[config.mk]
export PLATFORM = sky130hd
export DESIGN_NAME = pending_prio_encoder
export DESIGN_NICKNAME = d
export VERILOG_FILES = /design/src/rtl/pending_prio_encoder.sv
export SDC_FILE = /design/constraint.sdc
export NUM_CORES = 1
export LEC_CHECK = 0
export CORE_UTILIZATION = 30
export CTS_BUF_LIST = sky130_fd_sc_hd__clkbuf_8
export CTS_CLUSTER_SIZE = 12
export DETAILED_ROUTE_END_ITERATION = 10
export DONT_BUFFER_PORTS = 1
export PLACE_DENSITY = 0.43
export SLEW_MARGIN = 20
export SYNTH_ARGS = -nofsm -noshare
export SYNTH_HDL_FRONTEND = slang
export SYNTH_SLANG_ARGS = --single-unit
[constraint.sdc]
create_clock -name clk -period 1.3 [get_ports clk]
set_clock_uncertainty 0.15 [all_clocks]
set_input_delay 0.13 -clock clk [delete_from_list [all_inputs] [get_ports clk]]
set_output_delay 0.13 -clock clk [all_outputs]
set_load 0.02 [all_outputs]
[src/rtl/pending_prio_encoder.sv]
// rtl/pending_prio_encoder.sv - sticky pending set issuing one index per valid/ready handshake.
// Define PENDING_PRIO_ROUND_ROBIN_EN for rotating priority instead of fixed highest-index-first.
module pending_prio_encoder #(
   parameter int N = 8,
   parameter int W = $clog2(N)
) (
   input  logic         clk,
   input  logic         rst,
   input  logic [N-1:0] req,
   input  logic         out_ready,
   output logic [W-1:0] out_idx,
   output logic         out_valid,
   output logic [N-1:0] pending,
   output logic         busy,
   output logic         coalesced
);

   logic         take;
   logic         load;
   logic [N-1:0] src;
   logic [N-1:0] sel_mask;
   logic [W-1:0] sel;

   always_comb begin
      take     = out_valid & out_ready;
      load     = !out_valid | take;
      src      = pending | req;
      sel_mask = N'(1) << sel;
      busy     = (|pending) | out_valid;
   end

`ifdef PENDING_PRIO_ROUND_ROBIN_EN
   logic [W-1:0] last_idx;
   logic [W-1:0] eff_last;
   logic [W-1:0] cand;
   logic         found;
   int           c;

   // The index being accepted this cycle already counts as the most recent grant.
   always_comb begin
      eff_last = take ? out_idx : last_idx;
      sel      = '0;
      cand     = '0;
      found    = 1'b0;
      c        = 0;
      for (int i = 1; i <= N; i++) begin
         c    = (int'(eff_last) + N - i) % N;
         cand = W'(c);
         if (!found && src[cand]) begin
            sel   = cand;
            found = 1'b1;
         end
      end
   end

   always_ff @(posedge clk) begin
      if (rst) begin
         last_idx <= '0;
      end else if (take) begin
         last_idx <= out_idx;
      end
   end
`else
   always_comb begin
      sel = '0;
      for (int i = 0; i < N; i++) begin
         if (src[i]) begin
            sel = W'(i);
         end
      end
   end
`endif

   always_ff @(posedge clk) begin
      if (rst) begin
         pending   <= '0;
         out_valid <= 1'b0;
         out_idx   <= '0;
         coalesced <= 1'b0;
      end else begin
         // Re-requesting the in-flight index is not a merge; only the registered set counts.
         coalesced <= |(req & pending);
         if (load) begin
            if (|src) begin
               out_idx   <= sel;
               out_valid <= 1'b1;
               pending   <= src & ~sel_mask;
            end else begin
               out_valid <= 1'b0;
               pending   <= '0;
            end
         end else begin
            pending <= src;
         end
      end
   end

endmodule

Yosys cells after proc, flatten, opt, wreduce, memory -nomap -nowiden. Index checks and enable logic that the tools add are counted.

Shift operators: 1. Mux-type cells: 10. Bitwise operators: 7. Reductions and logical operators: 5.

Operators by type and width (count): $reduce_or A8 Y1 (3); $mux W3 (6); $and A8 B8 Y8 (2); $mux W8 (2); $not A8 Y8 (1); $or A8 B8 Y8 (1); $shl A1 B3 Y8 const A (1); $mux W1 (2); $or A1 B1 Y1 (2); $reduce_and A2 Y1 (1); $and A1 B1 Y1 (1); $logic_not A1 Y1 (1).

Register bits: 13.

Depth between registers and ports, before layout. Gate-level depths: netlist (run 1).

Depth in word-level cells: 13. Depth in mapped cells: 4. Mapped depth without buffers: 4.

Worst setup path after synthesis (run 1). OpenSTA, ideal clock, no wires.

Path type: reg2reg. From: reg pending[6]. To: reg pending[0]. Data arrival time: 1266 ps. Slack: -252 ps. Stages on the path, launching flop included: 5. Period minus slack after synthesis: 1552 ps. Path through: dfxtp_1 -> nor4_4 -> and2_1 -> and3_2 -> a211oi_1.

Longest elaborated chain between the ends: 8. Elaborated cells between the ends (all ways): 9.

RTL lines: start: declaration (RTL line 13) `output logic [N-1:0] pending,`; start signal: assignment (RTL line 87) `pending <= src & ~sel_mask;`; start signal: assignment (RTL line 93) `pending <= src;`; $or A8 B8 Y8 (*) (RTL line 27) `src = pending | req;`; $mux W3 (2 in series) (RTL line 67) `if (src[i]) begin`; $shl A1 B3 Y8 (RTL line 28) `sel_mask = N'(1) << sel;`; $not A8 Y8 (RTL line 87); $and A8 B8 Y8 (RTL line 87); $mux W8 (*) (RTL line 84) `if (|src) begin`; $mux W8 (*) (RTL line 83) `if (load) begin`.

Every way passes the cells marked *; elsewhere a longest branch is shown, timed or not. A chain may end at the register's enable or synchronous reset.

Final worst setup path (run 1).
From: reg pending[5]. To: reg out_idx[2].

Longest elaborated chain between the ends: 4. Elaborated cells between the ends (all ways): 6.

RTL lines: $or A8 B8 Y8 (*) (RTL line 27); $mux W3 (3 in series) (RTL line 67); end signal: assignment (RTL line 85) `out_idx <= sel;`; end: declaration (RTL line 11) `output logic [W-1:0] out_idx,`.

Marks and branches as above.

==> impl_summary.log, run 1 <==
[metrics] Hold Violations, Final: 2
[metrics] number of distinct library cells after synthesis: 24
[metrics] cell area after placement: 890 µm²
[metrics] Pins Over Slew Limit: 0
[metrics] met3 routed WL: 138 µm
[metrics] Worst R2R Path Depth: 4
[metrics] router iterations before antenna repair: 4
[metrics] kind of end point of the critical path: flop
[metrics] vias in the first global route: 674
[metrics] Post-Route WL: 1850 µm
[metrics] die width: 47.0 µm
[metrics] final worst slack: -0.187 ns
[metrics] Syn-to-layout area delta: 70.5%
[metrics] part of the cycle the worst path needs: 114%
[metrics] most instantiated cells after synthesis: dfxtp_1, nor2_1, a211oi_1, a22oi_1
[metrics] Post-Syn Nets: 75
[metrics] Synth area leader: dfxtp_1
[metrics] clock latency reported for the late side of the worst-skew pair: 0.24 ns
[metrics] number of buffers inserted for hold repair after clock tree synthesis: 4
[metrics] class of the worst hold path: in2reg
[metrics] Yosys warning count: 0
[metrics] setup-violating endpoint count in the final report: 11
[metrics] total of max-cap violations: 0
[metrics] top_reg_cell synth: dfxtp_1
[metrics] routed length on met2: 834 µm
[metrics] average cell area after synthesis: 9.48 µm²
[metrics] vias: 647
[metrics] capture point of the worst path: out_idx[2]
[metrics] biggest area contributors in the synthesized netlist: dfxtp_1, nor2_1, nor4_4
[metrics] worst setup path startpoint: pending[5]
[metrics] P_sw: 311 µW
[metrics] Max Fclk: 673 MHz
[metrics] clock transition at the registers of the reported paths: 0.06 ns
[metrics] leftover overflow at the end of global routing: 0
[metrics] num rows: 15
[metrics] clock period minus final worst setup slack: 1.49 ns
[metrics] fraction of power spent switching nets: 28.7%
[metrics] pin count of the biggest net entering global routing: 14
[metrics] number of clock buffers inserted by TritonCTS: 3
[metrics] aggregate global-route resource usage: 19.4%
[metrics] clock root cell: clkbuf_8
[metrics] Net count, final: 112
[metrics] DRC errors left: 0
[metrics] critical register-to-register path endpoint: out_idx[2]
[metrics] clock network fraction of design power: 32.5%
[metrics] share of synthesized area occupied by flip-flops and latches: 42.9%
[metrics] Crit Reg-Reg Startpoint: pending[5]
[metrics] number of nets with antenna violations after detailed routing: 0
[metrics] maximum ir drop on the vdd rail: 625 µV
[metrics] area of the die: 2210 µm²
[metrics] total power divided by cell area: 1050 nW/µm²
[metrics] Placer Congestion: 0.812
[metrics] placeable core region: 1800 µm²
[metrics] Final Cell Area: 1030 µm²
[metrics] number of port buffers: 0
[metrics] critical setup path kind: reg2reg
[metrics] number of DRC markers in iteration 0: 10
[metrics] leakage power total: 0.000402 µW
[metrics] cell area after synthesis: 607 µm²
[metrics] setup repair after global routing missed its margin: yes
[metrics] share of synthesized flip-flops with an asynchronous set or reset: 0%
[metrics] minimum hold slack: -0.0569 ns
[metrics] Worst Tran Pin Value: 0.518 ns
[metrics] DP Cell Count: 114
[metrics] average wire per standard cell: 14.8 µm
[metrics] Fillers: 178
[metrics] core occupancy in the finished layout: 57.4%
[metrics] Setup TNS: -1.46 ns
[metrics] number of antenna cells inserted: 0
[metrics] Flop pwr share: 43.3%
[metrics] Longest Clk Path Bufs: 2
[metrics] critical path data required time: 1.31 ns
[metrics] cell with the most instances after synthesis: dfxtp_1
[metrics] register bit total from synthesis: 13
[metrics] met1 wire length: 861 µm
[metrics] vias per cell: 5.18
[metrics] fraction of synthesized cell area taken by the top area cell type: 42.9%
[metrics] y dimension of the die: 47.0 µm
[metrics] share of cells above drive strength 1: 55.0%
[metrics] non-filler cells in the finished layout: 125
[metrics] CTS tree: built
[metrics] kind of start point of the critical path: flop
[metrics] combinational fraction of design power: 24.2%
[metrics] Worst Path Max Fanout: 5
[metrics] starting density of the core: 33.7%
[metrics] Internal Power: 774 µW
[metrics] DPL Wire Length: 1390 µm
[metrics] initial antenna violation count: 0
[metrics] first-pass GRT wire length: 2970 µm
[metrics] worst-case headroom to the max-slew limit: 65.3%
[metrics] highest metal used: met4
[metrics] count of flip-flops with a built-in enable after synthesis: 0
[metrics] clock tree sinks: 13
[metrics] violated checks: negative hold slack, negative setup slack
[metrics] data arrival time of the critical path: 1.50 ns
[metrics] H-tree level count: 1
[metrics] outcome: complete, but fails checks
[metrics] Top-Level Pins: 25
[metrics] cell count after synthesis: 64
[metrics] internal reg-to-reg setup slack: -0.19 ns
## per-layer routing
layer	vias to the layer above	global-route usage, %
li1	322	-
met1	298	26.3
met2	25	31.1
met3	2	4.23
met4	0	5.14
met5	-	0
## flip-flops by register name, summed over array words and instances (netlist names)
name,flops
coalesced,1
out_idx,3
out_valid,1
pending,8
## power by group through the flow
stage	registers [µW]	clock network (µW)	logic (µW)
5_1_grt	476	385	284
2_1_floorplan	510	0	88.4
3_5_place_dp	479	0	221
6_report	470	352	262
3_3_place_gp	478	0	222
4_1_cts	470	364	256
## layout make-up
| class | instances | area (µm²) | area share [%] |
|---|---|---|---|
| multi-input cells | 50 | 419 | 40.5 |
| flip-flops and latches | 13 | 278 | 26.8 |
| repair buffers | 33 | 262 | 25.3 |
| clock buffers | 3 | 41.3 | 3.99 |
| well taps | 25 | 31.3 | 3.02 |
| clock inverters | 1 | 3.75 | 0.363 |
## critical path, cell delays in order (launching register included)
cell      delay, ns
dfxtp_4        0.36
nor4_4         0.34
a41oi_2        0.24
nand2b_1       0.19
a21oi_1        0.13
## how the worst min path moves through the flow
stage            from         end  slack (ns)  cells past startpoint
6_report       req[1]   out_valid       -0.06                      2
3_5_place_dp      rst  pending[2]        0.05                      1
5_1_grt        req[1]   out_valid       -0.03                      2
2_1_floorplan     rst  pending[4]        0.05                      1
4_1_cts        req[1]   out_valid       -0.06                      2
3_3_place_gp      rst  pending[2]        0.05                      1
## kinds of logic after synthesis
logic type	count (synthesis)	share of synthesized area (%)
AND/OR/NAND/NOR	30	30.5
AO/OA/AOI/OAI	20	26.0
flip-flops	13	42.9
buffers and inverters	1	0.618
## through the flow
step	power, µW	setup slack, ns
finish	1080	-0.187
floorplan	598	-0.0820
global placement	700	-0.176
global route	1140	-0.293
CTS	1090	-0.185
detailed placement	700	-0.176
## placed cells by master, fill, tap and decap left out, types with 3 or more instances in the layout
master,synthesis,routed
nor3_1,3,3
a22oi_1,4,4
dlygate4sd3_1,0,4
buf_4,0,28
nor4_4,2,5
dfxtp_2,0,5
dfxtp_1,13,5
a311oi_1,3,3
nor2_1,12,11
clkbuf_8,0,3
dfxtp_4,0,3
## repair_timing
action | CTS | global route
pin swaps | 7 | 8
setup buffers | 3 | 1
endpoints found under the hold margin | 13 | 2
setup endpoints to repair | 10 | 11
gates resized for setup | 5 | 2
Power figures use the tool's default switching activity.
==> run 2, diff against run 1 <==
--- a/config.mk
+++ b/config.mk
@@ -5,6 +5,7 @@
 export SDC_FILE = /design/constraint.sdc
 export NUM_CORES = 1
 export LEC_CHECK = 0
+export CORE_MARGIN = 2
 export CORE_UTILIZATION = 30
 export CTS_BUF_LIST = sky130_fd_sc_hd__clkbuf_8
 export CTS_CLUSTER_SIZE = 12
==> run 2 against run 1 <==
Effect of this change:
- the flow still finishes with violations (negative hold slack, negative setup slack)
- first-iteration DRC count up 50%
- fmax up 2.8%
- worst setup slack better by 0.041 ns
- critical path depth unchanged
==> impl_summary.log, run 2 (same netlist as run 1, synthesis figures left out) <==
[metrics] outcome: complete, but fails checks (unchanged)
[metrics] violated checks: negative hold slack, negative setup slack (unchanged)
[metrics] combinational fraction of design power: 23.7% (was 24.2%)
[metrics] list of cells traversed by the critical path: nor4_4, a41oi_2, nand2b_1, a21oi_2 (was nor4_4, a41oi_2, nand2b_1, a21oi_1)
[metrics] Largest register FFs: 8 (unchanged)
[metrics] part of the cycle the worst path needs: 111% (was 114%)
[metrics] Syn-to-layout area delta: 70.9% (was 70.5%)
[metrics] average wire per standard cell: 14.4 µm (was 14.8 µm)
[metrics] placeable core region: 1940 µm² (was 1800 µm²)
[metrics] register containing the most flip-flops in the final layout: pending (unchanged)
[metrics] area of the die: 2400 µm² (was 2210 µm²)
[metrics] number of DRC markers in iteration 0: 15 (was 10)
[metrics] setup-violating endpoint count in the final report: 10 (was 11)
[metrics] Hold Violations, Final: 13 (was 2)
[metrics] Top-Level Pins: 25 (unchanged)
[metrics] Flop pwr share: 43.9% (was 43.3%)
[metrics] total power divided by cell area: 1030 nW/µm² (was 1050 nW/µm²)
[metrics] internal reg-to-reg setup slack: -0.15 ns (was -0.19 ns)
[metrics] highest-count cells in the layout ignoring fill and taps: buf_4, nor2_1, nor4_4, dfxtp_1 (was buf_4, nor2_1, nor4_4, dfxtp_1, dfxtp_2)
[metrics] aggregate global-route resource usage: 16.3% (was 19.4%)
[metrics] Internal Power: 772 µW (was 774 µW)
[metrics] kind of start point of the critical path: flop (unchanged)
[metrics] number of nets with antenna violations after detailed routing: 0 (unchanged)
[metrics] fraction of power spent switching nets: 28.0% (was 28.7%)
[metrics] y dimension of the die: 49.0 µm (was 47.0 µm)
[metrics] kind of end point of the critical path: flop (unchanged)
[metrics] total of max-cap violations: 0 (unchanged)
[metrics] Longest Clk Path Bufs: 2 (unchanged)
[metrics] P_sw: 300 µW (was 311 µW)
[metrics] clock transition at the registers of the reported paths: 0.06 ns (about the same)
[metrics] critical register-to-register path endpoint: out_idx[2] (unchanged)
[metrics] Max Fclk: 691 MHz (was 673 MHz)
[metrics] vias per cell: 5.25 (was 5.18)
[metrics] vias in the first global route: 624 (was 674)
[metrics] DRC errors left: 0 (unchanged)
[metrics] worst setup slack after placement: -0.149 ns (was -0.176 ns)
[metrics] minimum hold slack: -0.209 ns (was -0.0569 ns)
[metrics] starting density of the core: 31.3% (was 33.7%)
[metrics] Worst Tran Pin Value: 0.333 ns (was 0.518 ns)
[metrics] worst hold path depth: 1 (was 2)
[metrics] Post-Route WL: 1790 µm (was 1850 µm)
[metrics] CTS tree: built (unchanged)
[metrics] DPL Wire Length: 1450 µm (was 1390 µm)
[metrics] clock tree sinks: 13 (unchanged)
[metrics] die width: 49.0 µm (was 47.0 µm)
[metrics] Net count, final: 109 (was 112)
[metrics] maximum ir drop on the vdd rail: 661 µV (was 625 µV)
[metrics] Setup TNS: -0.751 ns (was -1.46 ns)
[metrics] critical path data required time: 1.32 ns (was 1.31 ns)
[metrics] router iterations before antenna repair: 4 (unchanged)
[metrics] worst-case headroom to the max-slew limit: 77.6% (was 65.3%)
[metrics] clock root cell: clkbuf_8 (unchanged)
[metrics] share of cells above drive strength 1: 62.9% (was 55.0%)
[metrics] Crit Reg-Reg Startpoint: pending[3] (was pending[5])
[metrics] data arrival time of the critical path: 1.47 ns (was 1.50 ns)
[metrics] num rows: 16 (was 15)
[metrics] CP max-delay cell: dfxtp_4 (unchanged)
[metrics] clock latency reported for the late side of the worst-skew pair: 0.24 ns (about the same)
[metrics] cell area after placement: 900 µm² (was 890 µm²)
[metrics] clock network fraction of design power: 32.3% (was 32.5%)
[metrics] Pins Over Slew Limit: 0 (unchanged)
[metrics] clock period minus final worst setup slack: 1.45 ns (was 1.49 ns)
[metrics] final worst slack: -0.146 ns (was -0.187 ns)
[metrics] class of the worst hold path: in2reg (unchanged)
[metrics] number of antenna cells inserted: 0 (unchanged)
[metrics] Worst R2R Path Depth: 4 (unchanged)
[metrics] initial antenna violation count: 0 (unchanged)
[metrics] most common cell after layout, fill and taps aside: buf_4 (unchanged)
[metrics] number of port buffers: 0 (unchanged)
[metrics] Critical path buffers and inverters: 0 (unchanged)
[metrics] top cell family by delay on the critical path: simple AND/OR/NAND/NOR gates (unchanged)
[metrics] Placer Congestion: 0.754 (was 0.812)
[metrics] leakage power total: 0.000398 µW (was 0.000402 µW)
[metrics] H-tree level count: 1 (unchanged)
[metrics] number of clock buffers inserted by TritonCTS: 3 (unchanged)
[metrics] pin count of the biggest net entering global routing: 14 (unchanged)
[metrics] Worst Min Path Start: rst (was req[1])
[metrics] largest stage delay on the critical path: 0.36 ns (about the same)
[metrics] Final Cell Area: 1040 µm² (was 1030 µm²)
[metrics] critical setup path kind: reg2reg (unchanged)
[metrics] largest registers: pending (8), out_idx (3) (unchanged)
[metrics] setup repair after global routing missed its margin: yes (unchanged)
[metrics] leftover overflow at the end of global routing: 0 (unchanged)
[metrics] first-pass GRT wire length: 2990 µm (was 2970 µm)
[metrics] vias: 651 (was 647)
[metrics] WHS Endpoint: out_valid (unchanged)
[metrics] Worst Path Max Fanout: 5 (unchanged)
run 2: cell count changes in the layout (fill, tap and decap cells not counted), moves of 2 or more:
cell	before	now
a21oi_1	2	0
a21oi_2	0	2
buf_6	1	3
dlygate4sd3_1	4	0
nor3_1	3	1
nor3_2	0	2
run 2: cell type report:
type	count	area, µm²
Clock inverter	1	3.75
Multi-Input combinational cell	50	442
Sequential cell	13	280
Fill cell	192	905
Clock buffer	3	41.3
Tap cell	27	33.8
Timing Repair Buffer	30	236
run 2: timing repair:
action,CTS,global route
hold endpoints to repair,13,13
setup endpoints to repair,10,11
gates resized for setup,12,3
pin swaps,13,1
buffers inserted,2,1
cloned,0,0
run 2: routing by layer:
metal	GRT usage [%]	vias to the layer above	wire length [µm]
met5	0	-	0
met4	5.71	0	0
met3	4.29	0	96
met2	25.6	19	878
met1	21.6	311	815
li1	-	321	-
run 2: power by group through the flow:
| stage | clock, µW | sequential [µW] | combinational [µW] |
|---|---|---|---|
| detailed placement | 0 | 479 | 222 |
| global placement | 0 | 478 | 223 |
| finish | 347 | 471 | 255 |
| floorplan | 0 | 510 | 88.4 |
| global route | 384 | 476 | 274 |
| CTS | 362 | 471 | 248 |
run 2: metrics by stage:
step / util [%] / total power [µW] / instances
floorplan: - / 598 / 64
detailed placement: 46.3 / 701 / 117
CTS: 52.3 / 1080 / 123
global placement: 46.3 / 702 / 117
finish: 53.4 / 1070 / 124
global route: 53.4 / 1130 / 124
run 2: worst max-delay path by stage:
stage	start	depth (start not counted)	endpoint	slack, ns
after floorplan	pending[5]	3	out_idx[1]	-0.08
after global placement	pending[1]	3	out_idx[1]	-0.12
after detailed placement	pending[1]	4	out_idx[2]	-0.15
after CTS	pending[5]	4	out_idx[2]	-0.14
after global routing	pending[3]	3	out_idx[1]	-0.23
final	pending[3]	4	out_idx[2]	-0.15
==> run 3, diff against run 2 <==
--- a/config.mk
+++ b/config.mk
@@ -5,7 +5,6 @@
 export SDC_FILE = /design/constraint.sdc
 export NUM_CORES = 1
 export LEC_CHECK = 0
-export CORE_MARGIN = 2
 export CORE_UTILIZATION = 30
 export CTS_BUF_LIST = sky130_fd_sc_hd__clkbuf_8
 export CTS_CLUSTER_SIZE = 12
==> constraint.sdc (replaced) <==
create_clock -name clk -period 1.3 [get_ports clk]
set_clock_uncertainty 0.15 [all_clocks]
set_input_delay 0.195 -clock clk [delete_from_list [all_inputs] [get_ports clk]]
set_output_delay 0.195 -clock clk [all_outputs]
set_load 0.02 [all_outputs]
==> run 3 against run 2 <==
Effect of this change:
- the run still ends with negative hold slack, negative setup slack left
- non-clock buffer count rose by 1
- sequential share of layout area decreased by 0.72 points
- sequential power hardly changed
- die area is 8.0% lower
- fmax shrank 3.9%
- first-iteration DRC count is 53% lower
==> impl_summary.log, run 3 (same netlist as run 1, synthesis figures left out) <==
[metrics] Post-Route WL: 1920 µm (was 1790 µm)
[metrics] final worst slack: -0.205 ns (was -0.146 ns)
[metrics] average wire per standard cell: 15.6 µm (was 14.4 µm)
[metrics] Hold Violations, Final: 13 (unchanged)
[metrics] Worst Tran Pin Value: 0.368 ns (was 0.333 ns)
[metrics] clock transition at the registers of the reported paths: 0.06 ns (about the same)
[metrics] y dimension of the die: 47.0 µm (was 49.0 µm)
[metrics] share of cells above drive strength 1: 63.3% (was 62.9%)
[metrics] Worst Path Max Fanout: 5 (unchanged)
[metrics] setup repair after global routing missed its margin: yes (unchanged)
[metrics] area taken by multi-input logic gates: 458 µm² (was 442 µm²)
[metrics] Setup TNS: -1.06 ns (was -0.751 ns)
[metrics] class of the worst hold path: in2reg (unchanged)
[metrics] kind of start point of the critical path: flop (unchanged)
[metrics] Top-Level Pins: 25 (unchanged)
[metrics] clock tree sinks: 13 (unchanged)
[metrics] initial antenna violation count: 0 (unchanged)
[metrics] kind of end point of the critical path: flop (unchanged)
[metrics] number of DRC markers in iteration 0: 7 (was 15)
[metrics] setup-violating endpoint count in the final report: 10 (unchanged)
[metrics] highest-count cells in the layout ignoring fill and taps: buf_4, nor2_1, nor4_4, dfxtp_1, dfxtp_2 (was buf_4, nor2_1, nor4_4, dfxtp_1)
[metrics] leftover overflow at the end of global routing: 0 (unchanged)
[metrics] Net count, final: 110 (was 109)
[metrics] clock latency reported for the late side of the worst-skew pair: 0.24 ns (about the same)
[metrics] DRC errors left: 0 (unchanged)
[metrics] largest registers: pending (8), out_idx (3) (unchanged)
[metrics] clock root cell: clkbuf_8 (unchanged)
[metrics] Fillers: 169 (was 192)
[metrics] outcome: complete, but fails checks (unchanged)
[metrics] vias in the first global route: 608 (was 624)
[metrics] worst-case headroom to the max-slew limit: 75.3% (was 77.6%)
[metrics] first-pass GRT wire length: 2750 µm (was 2990 µm)
[metrics] total of max-cap violations: 0 (unchanged)
[metrics] Max Fclk: 664 MHz (was 691 MHz)
[metrics] area used by sequential logic in the layout: 278 µm² (was 280 µm²)
[metrics] critical setup path kind: reg2reg (unchanged)
[metrics] vias: 653 (was 651)
[metrics] Placer Congestion: 0.728 (was 0.754)
[metrics] Pins Over Slew Limit: 0 (unchanged)
[metrics] die width: 47.0 µm (was 49.0 µm)
[metrics] number of antenna cells inserted: 0 (unchanged)
[metrics] register containing the most flip-flops in the final layout: pending (unchanged)
[metrics] aggregate global-route resource usage: 18.1% (was 16.3%)
[metrics] clock period minus final worst setup slack: 1.51 ns (was 1.45 ns)
[metrics] total power divided by cell area: 1050 nW/µm² (was 1030 nW/µm²)
[metrics] violated checks: negative hold slack, negative setup slack (unchanged)
[metrics] minimum hold slack: -0.145 ns (was -0.209 ns)
[metrics] number of port buffers: 0 (unchanged)
[metrics] Syn-to-layout area delta: 74.0% (was 70.9%)
[metrics] placeable core region: 1800 µm² (was 1940 µm²)
[metrics] leakage power total: 0.000404 µW (was 0.000398 µW)
[metrics] starting density of the core: 33.7% (was 31.3%)
[metrics] vias per cell: 5.31 (was 5.25)
[metrics] Largest register FFs: 8 (unchanged)
[metrics] num rows: 15 (was 16)
[metrics] H-tree level count: 1 (unchanged)
[metrics] Longest Clk Path Bufs: 2 (unchanged)
[metrics] CTS tree: built (unchanged)
[metrics] part of the cycle the worst path needs: 116% (was 111%)
[metrics] most common cell after layout, fill and taps aside: buf_4 (unchanged)
[metrics] data arrival time of the critical path: 1.50 ns (was 1.47 ns)
[metrics] area of the die: 2210 µm² (was 2400 µm²)
[metrics] critical path data required time: 1.30 ns (was 1.32 ns)
[metrics] number of clock buffers inserted by TritonCTS: 3 (unchanged)
[metrics] router iterations before antenna repair: 4 (unchanged)
[metrics] number of nets with antenna violations after detailed routing: 0 (unchanged)
[metrics] pin count of the biggest net entering global routing: 14 (unchanged)
[metrics] DPL Wire Length: 1340 µm (was 1450 µm)
[metrics] maximum ir drop on the vdd rail: 607 µV (was 661 µV)
## run 3: final timing paths
kind | startpoint | to | slack (ns) | cells past startpoint
setup / recovery | pending[5] | out_idx[1] | -0.21 | 3
hold / removal | rst | pending[5] | -0.14 | 1
setup reg to reg | pending[5] | out_idx[1] | -0.21 | 3
hold reg to reg | out_idx[1] | out_idx[1] | 0.35 | 2
## run 3: what timing repair did
item / in CTS / in global routing
endpoints found under the setup margin: 10 / 11
pin swaps: 10 / 7
gates resized for setup: 8 / 8
setup buffers: 3 / 3
hold endpoints to repair: 13 / 13
## run 3: per-stage QoR
stage               setup WS [ns]  power (µW)  cells  util, %  instance area, µm²
floorplan                 -0.0820         598     64        -                 667
global placement           -0.159         700    114     49.4                 890
global route               -0.260        1150    123     58.6                1060
CTS                        -0.195        1080    120     54.9                 990
finish                     -0.205        1110    123     58.6                1060
detailed placement         -0.172         698    114     49.4                 890
## run 3: power breakdown
| part | internal, µW | switching (µW) |
|---|---|---|
| logic | 141 | 126 |
| clock network | 208 | 158 |
| registers | 430 | 42.5 |
## run 3: worst max-delay path, stage by stage (launching register included)
cell and delay (ns):
dfxtp_4 0.35, nor4_4 0.35, a41oi_2 0.24, a311oi_1 0.31
## run 3: per-layer routing
| layer | GRT usage (%) | routed length [µm] | vias to the layer above |
|---|---|---|---|
| met3 | 4.62 | 112 | 2 |
| li1 | - | - | 318 |
| met1 | 24.9 | 882 | 313 |
| met5 | 0 | 0 | - |
| met4 | 5.14 | 11 | 0 |
| met2 | 28.1 | 909 | 20 |
## run 3: area by class of cell
cell class	count	area share [%]
multi-input combinational	50	43.4
sequential	13	26.3
timing repair buffer	31	23.1
clock buffer	3	3.91
tap	25	2.96
clock inverter	1	0.355
